$ cat src/rtl/regs_wb_arbiter.sv
// Write-back arbiter for the register-file write port: ld > alu > lnk with aging promotion.
// Optional forwarding compare on the registered write is compiled in with `define WB_FWD_EN.
module regs_wb_arbiter #(
   parameter int unsigned AGE_MAX = 3
) (
   input  logic        clk,
   input  logic        rst,
   input  logic        alu_valid,
   output logic        alu_ready,
   input  logic [4:0]  alu_wreg,
   input  logic [31:0] alu_wdata,
   input  logic        ld_valid,
   output logic        ld_ready,
   input  logic [4:0]  ld_wreg,
   input  logic [31:0] ld_wdata,
   input  logic        lnk_valid,
   output logic        lnk_ready,
   input  logic [31:0] lnk_inst_address,
   output logic        RegWrite,
   output logic [4:0]  wreg,
   output logic [31:0] wdata,
   output logic        wb_stall,
`ifdef WB_FWD_EN
   input  logic [4:0]  rreg_a,
   input  logic [4:0]  rreg_b,
   output logic        fwd_a_hit,
   output logic        fwd_b_hit,
   output logic [31:0] fwd_a_data,
   output logic [31:0] fwd_b_data,
`endif
   output logic [15:0] stall_cnt
);

   localparam logic [3:0] AGE_SAT = 4'(AGE_MAX);

   logic [3:0]  r_age_ld, r_age_alu, r_age_lnk;
   logic        r_regwrite;
   logic [4:0]  r_wreg;
   logic [31:0] r_wdata;
   logic [15:0] r_stall_cnt;
   logic        w_pro_ld, w_pro_alu, w_pro_lnk;
   logic        w_gnt_ld, w_gnt_alu, w_gnt_lnk;

   function automatic logic [3:0] age_next(input logic valid, input logic gnt,
                                           input logic [3:0] age);
      if (valid && !gnt)
         return (age == AGE_SAT) ? age : age + 4'd1;
      return 4'd0;
   endfunction

   assign w_pro_ld  = ld_valid  && (r_age_ld  == AGE_SAT);
   assign w_pro_alu = alu_valid && (r_age_alu == AGE_SAT);
   assign w_pro_lnk = lnk_valid && (r_age_lnk == AGE_SAT);

   // Promoted requesters first (in base order), then plain base order ld > alu > lnk.
   always_comb begin
      w_gnt_ld  = 1'b0;
      w_gnt_alu = 1'b0;
      w_gnt_lnk = 1'b0;
      if (!rst) begin
         w_gnt_ld = 1'b0;
      end else if (w_pro_ld) begin
         w_gnt_ld = 1'b1;
      end else if (w_pro_alu) begin
         w_gnt_alu = 1'b1;
      end else if (w_pro_lnk) begin
         w_gnt_lnk = 1'b1;
      end else if (ld_valid) begin
         w_gnt_ld = 1'b1;
      end else if (alu_valid) begin
         w_gnt_alu = 1'b1;
      end else if (lnk_valid) begin
         w_gnt_lnk = 1'b1;
      end
   end

   assign ld_ready  = w_gnt_ld;
   assign alu_ready = w_gnt_alu;
   assign lnk_ready = w_gnt_lnk;
   assign wb_stall  = (ld_valid && !w_gnt_ld) || (alu_valid && !w_gnt_alu) ||
                      (lnk_valid && !w_gnt_lnk);

   always_ff @(posedge clk or negedge rst) begin
      if (!rst) begin
         r_age_ld    <= 4'd0;
         r_age_alu   <= 4'd0;
         r_age_lnk   <= 4'd0;
         r_stall_cnt <= 16'd0;
      end else begin
         r_age_ld  <= age_next(ld_valid,  w_gnt_ld,  r_age_ld);
         r_age_alu <= age_next(alu_valid, w_gnt_alu, r_age_alu);
         r_age_lnk <= age_next(lnk_valid, w_gnt_lnk, r_age_lnk);
         if (wb_stall && (r_stall_cnt != 16'hFFFF))
            r_stall_cnt <= r_stall_cnt + 16'd1;
      end
   end

   // Writes to r0 are accepted but never reach the port; wreg/wdata keep their last value.
   always_ff @(posedge clk or negedge rst) begin
      if (!rst) begin
         r_regwrite <= 1'b0;
         r_wreg     <= 5'd0;
         r_wdata    <= 32'd0;
      end else begin
         r_regwrite <= 1'b0;
         if (w_gnt_ld && (ld_wreg != 5'd0)) begin
            r_regwrite <= 1'b1;
            r_wreg     <= ld_wreg;
            r_wdata    <= ld_wdata;
         end else if (w_gnt_alu && (alu_wreg != 5'd0)) begin
            r_regwrite <= 1'b1;
            r_wreg     <= alu_wreg;
            r_wdata    <= alu_wdata;
         end else if (w_gnt_lnk) begin
            r_regwrite <= 1'b1;
            r_wreg     <= 5'd31;
            r_wdata    <= lnk_inst_address + 32'd8;
         end
      end
   end

   assign RegWrite  = r_regwrite;
   assign wreg      = r_wreg;
   assign wdata     = r_wdata;
   assign stall_cnt = r_stall_cnt;

`ifdef WB_FWD_EN
   assign fwd_a_hit  = r_regwrite && (r_wreg == rreg_a) && (rreg_a != 5'd0);
   assign fwd_b_hit  = r_regwrite && (r_wreg == rreg_b) && (rreg_b != 5'd0);
   assign fwd_a_data = r_wdata;
   assign fwd_b_data = r_wdata;
`endif

endmodule
$ cat config.mk
export PLATFORM = sky130hd
export DESIGN_NAME = regs_wb_arbiter
export DESIGN_NICKNAME = d
export VERILOG_FILES = /design/src/rtl/regs_wb_arbiter.sv
export SDC_FILE = /design/constraint.sdc
export NUM_CORES = 1
export LEC_CHECK = 0
export CAP_MARGIN = 20
export CORE_MARGIN = 4
export CORE_UTILIZATION = 35
export CTS_BUF_LIST = sky130_fd_sc_hd__clkbuf_8
export CTS_CLUSTER_SIZE = 8
export DETAILED_ROUTE_END_ITERATION = 6
export PLACE_DENSITY = 0.71
export REMOVE_ABC_BUFFERS = 1
export SLEW_MARGIN = 0
export SYNTH_ARGS = -nofsm -noshare
export SYNTH_HDL_FRONTEND = slang
export SYNTH_SLANG_ARGS = --single-unit
export TNS_END_PERCENT = 1
$ cat constraint.sdc
create_clock -name clk -period 2.1 [get_ports clk]
set_clock_uncertainty 0.05 [all_clocks]
set_input_delay 0.42 -clock clk [delete_from_list [all_inputs] [get_ports clk]]
set_output_delay 0.42 -clock clk [all_outputs]
set_load 0.01 [all_outputs]
# == After elaboration in Yosys (flattened, before gate mapping) ==
# Index checks and enable logic that the tools add are counted.
# totals
ff_bits,66
inputBits,111
out_inout_bits,58
wordCells,75
# op_classes
addsub,5
n_eq_ne,7
n_mux,39
n_reduce_logical,17
# ops
operator,count
$mux 32,3
$mux 4,9
$add 32x4->32 const B,1
$mux 1,24
$add 16x1->16 const B,1
$ne 16x16->1 const B,1
$mux 5,3
$add 4x1->4 const B,3
$eq 4x2->1 const B,3
$reduce_bool 5->1,2
$logic_and 1x1->1,9
$ne 3x3->1 const B,3
$logic_not 1->1,3
$reduce_bool 3->1,1
$logic_or 1x1->1,2

# == Depth between registers and ports, before layout ==
# depth
word_depth,11
ltp_mapped,8
mapped_depth_nobuf,7

# == Worst setup path after synthesis ==
# Ideal clock, no wire load.
# synth_path
path_kind,register -> output
startpoint,register r_age_lnk[0]
endpoint,output lnk_ready
arrival_time_ps,1692
required_time_ps,1630
path_slack_ps,-62
stages_incl_launch_ff,8
n_path_buf,2
cell_sequence,dfrtp_1 ha_1 nor3b_2 o211ai_1 or2_1 inv_2 buf_4 buf_4
# synth_via
elab_chain_cells,6
# synth_rtl
item,line_no,rtl
from (decl),36,"logic [3:0] r_age_ld, r_age_alu, r_age_lnk;"
from (signal assigned),92,"r_age_lnk <= age_next(lnk_valid, w_gnt_lnk, r_age_lnk);"
$eq 4x2->1,53,assign w_pro_lnk = lnk_valid && (r_age_lnk == AGE_SAT);
$logic_and 1x1->1,53,
$mux 1,66,end else if (w_pro_lnk) begin
$mux 1,64,end else if (w_pro_alu) begin
$mux 1,62,end else if (w_pro_ld) begin
$mux 1,60,if (!rst) begin
to (decl),17,"output logic lnk_ready,"
# Every way passes these cells.

# == Final worst setup path ==
# layout_path
startpoint,register r_age_alu[1]
endpoint,output wb_stall
# layout_via
elab_chain_cells,9
elab_cells_between_ends,19
classes_between,1 x eq/ne; 9 x mux; 9 x reduce/logical
# layout_rtl
item,line_no,rtl
from (decl),36,
from (signal assigned),91,"r_age_alu <= age_next(alu_valid, w_gnt_alu, r_age_alu);"
$eq 4x2->1 (*),52,assign w_pro_alu = alu_valid && (r_age_alu == AGE_SAT);
$logic_and 1x1->1 (*),52,
$mux 1,64,
$mux 1,62,
$mux 1,60,
$logic_not 1->1,80,assign wb_stall = (ld_valid && !w_gnt_ld) || (alu_valid && !w_gnt_alu) ||
$logic_and 1x1->1,80,
$logic_or 1x1->1,80,
$logic_or 1x1->1 (*),80,
to (decl),22,"output logic wb_stall,"
# Mark *: on every way between the ends. The rest lies on a longest branch, timed or not.

==> out/results.tsv <==
stage	metric	value	unit
global_routing	grt_pass1_wl	23.0	mm
routing	firstDrtPassIters	4	
placement	pre_cts_ws	-0.545	ns
global_routing	grt_pass1_vias	4751	
placement	dp_cells	794	
floorplan	ios	169	
timing	setup_ws	-0.271	ns
routing	drc	0	
run_status	status	finished, violations left	
timing	max-slew-margin-rel	57.6	%
floorplan	die_y	115	um
clocking	clk_pin_slew	0.08	ns
clocking	clock_path_buffers	2	
final_layout	syn_to_final_growth	74.9	%
setup_path	critPathCaptureType	output pin	
global_routing	grt_overflow	0	
setup_path	reg2reg_from	r_age_alu[1]	
floorplan	start_util	36.3	%
synthesis	ys_types	63	
placement	post_dp_cell_area	6440	um^2
clocking	cts_inserted_buffers	9	
global_routing	antenna_found_initial	0	
timing	timing.final.crit_share	113	%
synthesis	async_reset_ff_share	100	%
power_and_ir_drop	vdd_ir_drop_max	0.000393	V
final_layout	nets	789	
setup_path	arrival	1.90	ns
setup_path	crit_start	r_age_alu[1]	
floorplan	die_area	13200	um^2
routing	num_vias	4342	
synthesis	synth_area	3990	um^2
clocking	htreeDepth	3	
clocking	cts-root-buf	clkbuf_8	
synthesis	syn_avg_cell_area	9.57	um^2
global_routing	grt_max_degree	47	
final_layout	final_cell_area	6980	um^2
hold_path	holdCritPathClass	primary input to async pin	
synthesis	synthFlopType	dfrtp_1	
floorplan	rows	38	
power_and_ir_drop	power.leakage	2.82	nW
timing	setup_viol	44	
run_status	violations	setup timing	
setup_path	cp-start-kind	flip-flop	
timing	finalSetupTns	-3.99	ns
setup_path	path_max_fanout	3	
synthesis	postSynthCellCount	417	
timing	hold_viol	0	
floorplan	die_x	115	um
placement	place_hpwl	11.0	mm
routing	viasPerCell	5.31	
final_layout	n_antenna_cell	0	
synthesis	ys_seq_area_share	41.4	%
timing	worst_slew_pin_slew	0.636	ns
power_and_ir_drop	power.density	649	nW/um^2
routing	wl	14.5	mm
timing	fin_crit	2.37	ns
floorplan	core-area	11000	um^2
final_layout	drive_gt1_share	26.7	%
routing	ant_nets	0	
timing	holdWs	0.0542	ns
placement	port_buffers	168	
clocking	clock-sinks	66	
setup_path	criticalPathCategory	flip-flop to output pin	
timing	rsz0062_at_grt	yes	
global_routing	grt_usage	21.9	%
synthesis	synth_warnings	0	
timing	final_max_slew_viol_count	0	
setup_path	required	1.63	ns
clocking	clkLatencyLatePin	0.35	ns
routing	wl_per_cell	17.8	um
placement	gp_congestion	0.867	
final_layout	fin_cells	817	
clocking	cts_tree	built	
synthesis	ys_ff_latch	66	
synthesis	synth_edf_count	0	
routing	first_iter_violations	222	
run	max_cap_violations	0	
timing	max_freq	0.422	GHz
-- layout make-up --
class | count | area (um^2)
fillers | 900 | 4010
multi-input cells | 316 | 2400
clock inverters | 4 | 27.5
inverters | 13 | 51.3
clock buffers | 11 | 151
well taps | 140 | 175
flip-flops and latches | 66 | 1650
repair buffers | 267 | 2520
-- cells in the final DEF, fill, tap and decap left out, drive strengths merged, types with 17 or more instances in the layout --
cell type | netlist | final
clkdlybuf4s50 | 0 | 162
buf | 16 | 103
dfrtp | 66 | 66
nor3 | 32 | 32
nand2 | 30 | 30
nor2 | 28 | 28
xnor2 | 21 | 21
nand3 | 21 | 21
nand4 | 19 | 19
o21ai | 18 | 18
xor2 | 17 | 17
o22ai | 17 | 17
-- critical path: stages, from the launching register on --
cell	delay, ns
dfrtp_1	0.39
ha_2	0.20
and4bb_2	0.26
o311ai_4	0.27
and4_4	0.29
inv_4	0.04
buf_6	0.11
-- sequential cells by signal (all words and copies together) (netlist names) --
signal     flops
wdata         32
stall_cnt     16
wreg           5
r_age_alu      4
r_age_ld       4
r_age_lnk      4
RegWrite       1
-- routing by layer --
| metal | track usage (%) | wire length [um] |
|---|---|---|
| met1 | 27.1 | 6160 |
| met2 | 38.0 | 7290 |
| met3 | 5.32 | 824 |
| met4 | 6.81 | 283 |
| met5 | 0 | 0 |
-- repair_timing --
item,in CTS,in global routing
setup buffers,6,2
hold buffers,0,0
endpoints found under the setup margin,45,55
pin swaps,14,11
gates resized for setup,58,26
-- cell usage after synthesis (7+ instances only) --
library cell  number  share of area (%)
dfrtp_1           66                 41
nor3_1            32                4.0
nand2_1           29                2.7
nor2_1            27                2.5
nand3_1           21                2.6
xnor2_1           21                4.6
nand4_1           19                3.0
xor2_1            17                3.7
o22ai_1           16                2.5
o21ai_0           15                1.9
inv_1             11                1.0
a221o_1            7                1.8
and3_1             7                1.1
buf_2              7               0.88
-- logic make-up after synthesis --
family,Yosys count,share of synthesized area (%)
adders and majority gates,5,1.57
buffers and inverters,35,4.64
DFF,66,41.4
AOI/OAI and AO/OA,94,18.4
and+or+nand+nor,170,23.2
xor gates and xnor gates,38,8.34
muxes,9,2.42
-- where the power goes --
group / switching (mW) / internal [mW]
Combinational: 0.717 / 1.06
Sequential: 0.228 / 1.51
Clock: 0.526 / 0.484
-- final timing paths --
check,slack (ns),depth (start not counted),to
max,-0.27,6,wb_stall
min,0.05,2,stall_cnt[4]
max reg2reg,-0.18,9,stall_cnt[14]
min reg2reg,0.45,1,stall_cnt[10]
max in group asynchronous,1.26,3,wdata[25]
min in group clk,0.45,1,stall_cnt[10]
-- per-stage QoR --
stage	power [mW]	utilization (%)
floorplan	2.32	-
global placement	3.34	58.6
detailed placement	3.39	58.6
CTS	4.50	62.2
global route	4.78	63.5
finish	4.53	63.5
(Power assumes the default switching activity.)
